[src/rtl/morse_pkg.sv]
// Shared types and default timing for the Morse trainer blocks.
package morse_pkg;

    typedef enum logic [2:0] {
        S_IDLE     = 3'd0,
        S_REQ      = 3'd1,
        S_WAIT_LTR = 3'd2,
        S_ANSWER   = 3'd3,
        S_SHOW     = 3'd4,
        S_DONE     = 3'd5
    } session_state_e;

    // Decoder symbol timing in 100 Hz ticks.
    localparam int DOT_TIME  = 10;
    localparam int DASH_TIME = 30;
    localparam int GAP_TIME  = 10;
    localparam int CHAR_TIME = 30;

    // Session defaults.
    localparam int DEF_ROUNDS         = 10;
    localparam int DEF_ANSWER_TIMEOUT = 1000;
    localparam int DEF_RESULT_HOLD    = 100;
    localparam int DEF_PASS_SCORE     = 7;

    function automatic int max_int(input int a, input int b);
        return (a > b) ? a : b;
    endfunction

endpackage

[src/rtl/morse_session_ctrl_if.sv]
// Letter generator / decoder / result bus around the session controller.
interface morse_session_ctrl_if #(
    parameter int CW = 4
);
    logic          letter_req_o;
    logic          letter_ready_i;
    logic          dec_arm_o;
    logic          dec_done_i;
    logic          dec_correct_i;
    logic          result_valid_o;
    logic          result_ok_o;
    logic          timeout_o;
    logic [CW-1:0] round_o;
    logic [CW-1:0] score_o;
    logic          session_done_o;
    logic          pass_o;

    // Controller side.
    modport slave (
        input  letter_ready_i, dec_done_i, dec_correct_i,
        output letter_req_o, dec_arm_o, result_valid_o, result_ok_o, timeout_o,
               round_o, score_o, session_done_o, pass_o
    );

    // Environment side (letter block, decoder, display).
    modport master (
        output letter_ready_i, dec_done_i, dec_correct_i,
        input  letter_req_o, dec_arm_o, result_valid_o, result_ok_o, timeout_o,
               round_o, score_o, session_done_o, pass_o
    );
endinterface

[src/rtl/morse_tick_timer.sv]
// Load/enable up-counter with a terminal-count hit flag.
module morse_tick_timer #(
    parameter int TW = 8
) (
    input  logic          clk_i,
    input  logic          rst_i,
    input  logic          load_i,
    input  logic          en_i,
    input  logic [TW-1:0] tc_i,
    output logic          hit_o
);
    logic [TW-1:0] count_q, count_d;

    // Load restarts the count at zero; enable advances it.
    always_comb begin
        count_d = count_q;
        if (load_i) begin
            count_d = '0;
        end else if (en_i) begin
            count_d = count_q + TW'(1);
        end
    end

    // Count register.
    always_ff @(posedge clk_i or posedge rst_i) begin
        if (rst_i) count_q <= '0;
        else       count_q <= count_d;
    end

    assign hit_o = (count_q == tc_i);
endmodule

[src/rtl/morse_session_ctrl.sv]
// Round sequencer for the Morse trainer: letter request, answer window,
// result display and score keeping.
//
// state      | meaning
// S_IDLE     | waiting for a start rising edge, round/score held
// S_REQ      | one-cycle letter request
// S_WAIT_LTR | waiting for the letter generator
// S_ANSWER   | decoder armed, answer timer running
// S_SHOW     | showing round result for RESULT_HOLD cycles
// S_DONE     | session complete, waiting for start to drop
module morse_session_ctrl
    import morse_pkg::*;
#(
    parameter int ROUNDS         = DEF_ROUNDS,
    parameter int ANSWER_TIMEOUT = DEF_ANSWER_TIMEOUT,
    parameter int RESULT_HOLD    = DEF_RESULT_HOLD,
    parameter int PASS_SCORE     = DEF_PASS_SCORE
) (
    input  logic clk_i,
    input  logic rst_i,
    input  logic start_i,
    morse_session_ctrl_if.slave bus
);
    localparam int CW = $clog2(ROUNDS + 1);
    localparam int TW = $clog2(max_int(ANSWER_TIMEOUT, RESULT_HOLD));

    localparam logic [CW-1:0] ROUNDS_C = CW'(ROUNDS);
    localparam logic [CW-1:0] PASS_C   = CW'(PASS_SCORE);
    localparam logic [TW-1:0] ANS_TC   = TW'(ANSWER_TIMEOUT - 1);
    localparam logic [TW-1:0] SHOW_TC  = TW'(RESULT_HOLD - 1);

    session_state_e state_q, state_d;
    logic [CW-1:0]  round_q, round_d, score_q, score_d;
    logic           ok_q, ok_d, to_q, to_d;
    logic           start_q, armed_q, start_rise;
    logic           tmr_load, tmr_en, tmr_hit;
    logic [TW-1:0]  tmr_tc;

    // armed_q keeps a start level held through reset from counting as an
    // edge: a session needs start_i to be seen low at least once first.
    always_ff @(posedge clk_i or posedge rst_i) begin
        if (rst_i) begin
            start_q <= 1'b0;
            armed_q <= 1'b0;
        end else begin
            start_q <= start_i;
            if (!start_i) armed_q <= 1'b1;
        end
    end

    assign start_rise = start_i && !start_q && armed_q;

    // Next state, score/round and result-flag updates.
    always_comb begin
        state_d = state_q;
        round_d = round_q;
        score_d = score_q;
        ok_d    = ok_q;
        to_d    = to_q;
        case (state_q)
            S_IDLE: begin
                if (start_rise) begin
                    state_d = S_REQ;
                    round_d = '0;
                    score_d = '0;
                end
            end
            S_REQ: begin
                state_d = start_i ? S_WAIT_LTR : S_IDLE;
            end
            S_WAIT_LTR: begin
                if (!start_i)                 state_d = S_IDLE;
                else if (bus.letter_ready_i)  state_d = S_ANSWER;
            end
            S_ANSWER: begin
                if (!start_i) begin
                    state_d = S_IDLE;
                end else if (bus.dec_done_i) begin
                    state_d = S_SHOW;
                    ok_d    = bus.dec_correct_i;
                    to_d    = 1'b0;
                    if (bus.dec_correct_i && score_q != ROUNDS_C) score_d = score_q + CW'(1);
                end else if (tmr_hit) begin
                    state_d = S_SHOW;
                    ok_d    = 1'b0;
                    to_d    = 1'b1;
                end
            end
            S_SHOW: begin
                if (!start_i) begin
                    state_d = S_IDLE;
                end else if (tmr_hit) begin
                    if (round_q != ROUNDS_C) round_d = round_q + CW'(1);
                    state_d = (round_d == ROUNDS_C) ? S_DONE : S_REQ;
                end
            end
            S_DONE: begin
                if (!start_i) state_d = S_IDLE;
            end
            default: state_d = S_IDLE;
        endcase
    end

    // State and datapath registers.
    always_ff @(posedge clk_i or posedge rst_i) begin
        if (rst_i) begin
            state_q <= S_IDLE;
            round_q <= '0;
            score_q <= '0;
            ok_q    <= 1'b0;
            to_q    <= 1'b0;
        end else begin
            state_q <= state_d;
            round_q <= round_d;
            score_q <= score_d;
            ok_q    <= ok_d;
            to_q    <= to_d;
        end
    end

    // One timer covers both the answer window and the result display;
    // every state change restarts it at zero.
    assign tmr_load = (state_d != state_q);
    assign tmr_en   = (state_q == S_ANSWER) || (state_q == S_SHOW);
    assign tmr_tc   = (state_q == S_ANSWER) ? ANS_TC : SHOW_TC;

    morse_tick_timer #(.TW(TW)) u_timer (
        .clk_i  (clk_i),
        .rst_i  (rst_i),
        .load_i (tmr_load),
        .en_i   (tmr_en),
        .tc_i   (tmr_tc),
        .hit_o  (tmr_hit)
    );

    assign bus.letter_req_o   = (state_q == S_REQ);
    assign bus.dec_arm_o      = (state_q == S_ANSWER);
    assign bus.result_valid_o = (state_q == S_SHOW);
    assign bus.result_ok_o    = (state_q == S_SHOW) && ok_q;
    assign bus.timeout_o      = (state_q == S_SHOW) && to_q;
    assign bus.round_o        = round_q;
    assign bus.score_o        = score_q;
    assign bus.session_done_o = (state_q == S_DONE);
    assign bus.pass_o         = (state_q == S_DONE) && (score_q >= PASS_C);
endmodule

[src/flat_wrapper.sv]
// flat-port wrapper written by rule: the top's interface ports become plain ports
module morse_session_ctrl_flat import morse_pkg::*;
#(
    parameter int ROUNDS         = DEF_ROUNDS,
    parameter int ANSWER_TIMEOUT = DEF_ANSWER_TIMEOUT,
    parameter int RESULT_HOLD    = DEF_RESULT_HOLD,
    parameter int PASS_SCORE     = DEF_PASS_SCORE
)
  (clk_i, rst_i, start_i, bus_letter_ready_i, bus_dec_done_i, bus_dec_correct_i, bus_letter_req_o, bus_dec_arm_o, bus_result_valid_o, bus_result_ok_o, bus_timeout_o, bus_round_o, bus_score_o, bus_session_done_o, bus_pass_o);
  morse_session_ctrl_if #(.CW(($clog2(ROUNDS + 1)))) bus_i ();
  input  logic clk_i;
  input  logic rst_i;
  input  logic start_i;
  input wire logic [$bits(bus_i.letter_ready_i)-1:0] bus_letter_ready_i;
  input wire logic [$bits(bus_i.dec_done_i)-1:0] bus_dec_done_i;
  input wire logic [$bits(bus_i.dec_correct_i)-1:0] bus_dec_correct_i;
  output wire logic [$bits(bus_i.letter_req_o)-1:0] bus_letter_req_o;
  output wire logic [$bits(bus_i.dec_arm_o)-1:0] bus_dec_arm_o;
  output wire logic [$bits(bus_i.result_valid_o)-1:0] bus_result_valid_o;
  output wire logic [$bits(bus_i.result_ok_o)-1:0] bus_result_ok_o;
  output wire logic [$bits(bus_i.timeout_o)-1:0] bus_timeout_o;
  output wire logic [$bits(bus_i.round_o)-1:0] bus_round_o;
  output wire logic [$bits(bus_i.score_o)-1:0] bus_score_o;
  output wire logic [$bits(bus_i.session_done_o)-1:0] bus_session_done_o;
  output wire logic [$bits(bus_i.pass_o)-1:0] bus_pass_o;
  assign bus_i.letter_ready_i = bus_letter_ready_i;
  assign bus_i.dec_done_i = bus_dec_done_i;
  assign bus_i.dec_correct_i = bus_dec_correct_i;
  assign bus_letter_req_o = bus_i.letter_req_o;
  assign bus_dec_arm_o = bus_i.dec_arm_o;
  assign bus_result_valid_o = bus_i.result_valid_o;
  assign bus_result_ok_o = bus_i.result_ok_o;
  assign bus_timeout_o = bus_i.timeout_o;
  assign bus_round_o = bus_i.round_o;
  assign bus_score_o = bus_i.score_o;
  assign bus_session_done_o = bus_i.session_done_o;
  assign bus_pass_o = bus_i.pass_o;
  morse_session_ctrl #(.ROUNDS(ROUNDS), .ANSWER_TIMEOUT(ANSWER_TIMEOUT), .RESULT_HOLD(RESULT_HOLD), .PASS_SCORE(PASS_SCORE)) u_core (.clk_i(clk_i), .rst_i(rst_i), .start_i(start_i), .bus(bus_i));
endmodule
[config.mk]
export PLATFORM = sky130hd
export DESIGN_NAME = morse_session_ctrl_flat
export DESIGN_NICKNAME = d
export VERILOG_FILES = /design/src/rtl/morse_pkg.sv /design/src/rtl/morse_session_ctrl_if.sv /design/src/rtl/morse_tick_timer.sv /design/src/rtl/morse_session_ctrl.sv /design/src/flat_wrapper.sv
export SDC_FILE = /design/constraint.sdc
export NUM_CORES = 1
export LEC_CHECK = 0
export ABC_AREA = 0
export BUFFER_PORTS_ARGS = -buffer_cell sky130_fd_sc_hd__buf_2
export CORE_ASPECT_RATIO = 2
export CORE_MARGIN = 2
export CORE_UTILIZATION = 53
export DETAILED_ROUTE_END_ITERATION = 10
export PLACE_DENSITY = 0.71
export SYNTH_ARGS = -nofsm -noshare
export SYNTH_HDL_FRONTEND = slang
export SYNTH_HIERARCHICAL = 1
export SYNTH_SLANG_ARGS = --single-unit
[constraint.sdc]
create_clock -name clk_i -period 4.6 [get_ports clk_i]
set_input_delay 0.23 -clock clk_i [delete_from_list [all_inputs] [get_ports clk_i]]
set_output_delay 0.23 -clock clk_i [all_outputs]
set_load 0.05 [all_outputs]
==> flow_metrics.tcl <==
set metrics [dict create \
    outcome "completed" \
    cts_inserted_buffers 3 \
    h-tree-depth 1 \
    path_cells "nor2b_1, and2_1, xnor2_1, nand4_1, nor4_2, nor2_1, mux2_2, a32o_1, o211ai_1, o21ai_0, or4_1, a21oi_1" \
    drc 0 \
    first_pass_iters 6 \
    antenna_found_initial 0 \
    globalRouteTotalUtil_pct 22.57 \
    regArea_sq_um 625.6 \
    synth_edf_count 0 \
    ys_top_cells_by_area "dfrtp_1 39%, xnor2_1 6.0%, o21ai_0 4.0%" \
    critPathMaxFanout 12 \
    seqPwrFrac_pct 53.3 \
    row_count 28 \
    cts_tree "done" \
    vias 1378 \
    post-synth-top-area-fraction_pct 38.67 \
    grt_max_degree 17 \
    slew_headroom_pct 58.91 \
    report.final.slew_viol_count 0 \
    gp_congestion 0.9384 \
    multiInputGateArea_sq_um 945.9 \
    ys_seq_area_share_pct 38.67 \
    initial_utilization_pct 54.97 \
    insertion_delay_ns 0.27 \
    hp-class "input port to flop" \
    final_cells 225 \
    synth_flop_cell "dfrtp_1" \
    yosys_warnings 6 \
    n_fill_cell 262 \
    drive_gt1_share_pct 20.00 \
    leakagePower_nw 0.8091 \
    synthArstFlopShare_pct 100.0 \
    die_x_um 43.07 \
    path_class "flop to flop" \
    path_clk_slew_ns 0.10 \
    io_buffers 20 \
    rsz0062_at_grt "false" \
    p_clk_share_pct 30.8 \
    p_comb_share_pct 15.8 \
    dp.cells 219 \
    reg2reg_setup_slack_ns 0.60 \
    switching_share_pct 29.24 \
    syn-cell-area_sq_um 1618 \
    r2r_start "u_core/state_q[1]" \
    end_kind "flop" \
    post_dp_cell_area_sq_um 1725 \
    grt_pass1_vias 1362 \
    fmax_ghz 0.2500 \
    ir_drop_v 0.0001932 \
    hpwl_mm 2.884 \
    post-route-period-util_pct 86.97 \
    worst_pin_slew_ns 0.6156 \
    wl_per_cell_um 16.43 \
    clock_path_buffers 2 \
    skew_ns 0.01152 \
    critPathMaxStageDelay_ns 0.56 \
    cp.required_ns 4.81 \
    finalHoldViolations 0 \
    root_buffer "clkbuf_8" \
    final_design_area_no_fill_sq_um 1799 \
    maxCapViolCount 0 \
    whs_ns 0.1691 \
    die-height_um 82.13 \
    fin_util_pct 61.14 \
    internal-power_mw 0.3157 \
    core_sq_um 2943 \
    num-nets-final 207 \
    synth_top_area_cell "dfrtp_1" \
    synth_seq_cells 25 \
    grt_pass1_wl_mm 6.044 \
    die_area_sq_um 3537 \
    setup_viol 0 \
    critPathArrivalTime_ns 4.21 \
    io_pins 21 \
    startpoint_type "flop" \
    ant_nets 0 \
    finalCriticalPeriod_ns 4.001 \
    tns_ns 0 \
    cts.sink_count 25 \
    hold_start "start_i" \
    drt-total-wl_mm 3.697 \
    area_delta_synth_final_pct 11.21 \
    slowest_stage "dfrtp_1" \
    power.switching_mw 0.1304 \
    gr-total-overflow 0 \
    power_density_nw_per_um2 247.9 \
    crit_start "u_core/state_q[1]" \
    syn_inst 173 \
    synth.avg_cell_area_sq_um 9.351 \
    viasPerCell 6.124 \
    n_antenna_cell 0 \
    ys_types 47 \
    drtIter0Drc 41 \
]
==> layer usage <==
layer / track usage [%] / vias up / part of all wire [%] / routed length (um)
met5: 0 / - / 0 / 0
met2: 43.33 / 38 / 58 / 2126
li1: - / 658 / - / -
met4: 13.94 / 0 / 3.3 / 122
met1: 22.11 / 670 / 36 / 1347
met3: 2.609 / 12 / 2.7 / 101
==> cell type report <==
type,count,share of cell area (%)
inverters,6,1.252
clock inverters,1,0.4868
multi-input cells,138,52.57
clock buffers,3,2.295
repair buffers,22,6.537
flip-flops and latches,25,34.77
well taps,30,2.086
==> stage by stage <==
step                power, mW  setup slack [ns]
floorplan              0.2932            0.7648
global placement       0.3040            0.3172
detailed placement     0.3070          -0.03120
CTS                    0.4515            0.4297
global route           0.4690            0.1537
finish                 0.4461            0.5994
==> layout by cell type (no fill, tap or decap), drive strengths merged, types with 2 or more instances in the layout <==
cell,count
dfrtp,25
buf,21
o21ai,13
nor2,12
xnor2,11
a21oi,10
nand2,9
xor2,7
inv,7
nand3,6
nor2b,6
o31ai,6
conb,6
nand4,6
ha,5
and2,5
a211oi,4
nand2b,4
or4,4
clkbuf,3
nor3,3
a32o,2
or2,2
nor4,2
or3,2
==> critical path, delay by kind of cell, from the launching register on <==
family | cells | cell delay, ns
AND/OR/NAND/NOR | 6 | 1.91
AO/OA/AOI/OAI | 4 | 1.00
XOR/XNOR | 1 | 0.17
flip-flops | 1 | 0.56
multiplexers | 1 | 0.30
==> final timing paths <==
path                                             end  depth (start not counted)
setup reg to reg           u_core/u_timer/count_q[8]                         12
max in group asynchronous      u_core/bus.score_o[3]                          3
setup / recovery           u_core/u_timer/count_q[8]                         12
hold reg to reg                       u_core/armed_q                          1
min in group asynchronous  u_core/u_timer/count_q[7]                          3
hold / removal                        u_core/start_q                          1
==> synth_stat cells, types with 2 or more instances <==
cell and n:
conb_1 2, a211oi_1 4, nand2_1 9, nor2_1 12, a32o_1 2, xnor2_1 11, ha_1 5, nor4_1 2
o21ai_0 13, and2_1 4, nand4_1 5, nor3_1 3, or4_1 3, dfrtp_1 25, nand2b_1 3, a21oi_1 9
nor2b_1 6, o31ai_1 6, buf_2 2, clkbuf_1 3, or2_2 2, inv_1 6, nand3_1 6, xor2_1 7
==> state kept, by name, indices dropped and copies added (netlist names) <==
register,flops
u_core/ok_q,1
u_core/bus.score_o,4
u_core/state_q,3
u_core/u_timer/count_q,10
u_core/start_q,1
u_core/bus.round_o,4
u_core/armed_q,1
u_core/to_q,1
==> repair_timing <==
| item | 4_1_cts | 5_1_grt |
|---|---|---|
| pin swaps | 1 | 0 |
| hold endpoints to repair | 10 | 0 |
| buffers inserted | 1 | 0 |
| endpoints found under the setup margin | 3 | 3 |
| hold buffers | 1 | 0 |
| gates resized for setup | 0 | 1 |
==> power groups by stage <==
stage,Clock (mW),Sequential [mW],Combinational [mW]
4_1_cts,0.144,0.238,0.0700
3_3_place_gp,0,0.241,0.0629
3_5_place_dp,0,0.242,0.0651
2_1_floorplan,0,0.236,0.0575
6_report,0.138,0.238,0.0707
5_1_grt,0.152,0.239,0.0779
==> kinds of logic after synthesis <==
| group | after synthesis | share of synthesized area, % |
|---|---|---|
| mux | 2 | 1.315 |
| flops | 25 | 38.67 |
| fa+ha+maj | 5 | 3.867 |
| buf+inv | 14 | 4.176 |
| xor+xnor | 18 | 9.745 |
| simple gates | 66 | 24.83 |
| other cells | 2 | 0.4642 |
| compound gates | 41 | 16.94 |
(Power assumes the default switching activity.)
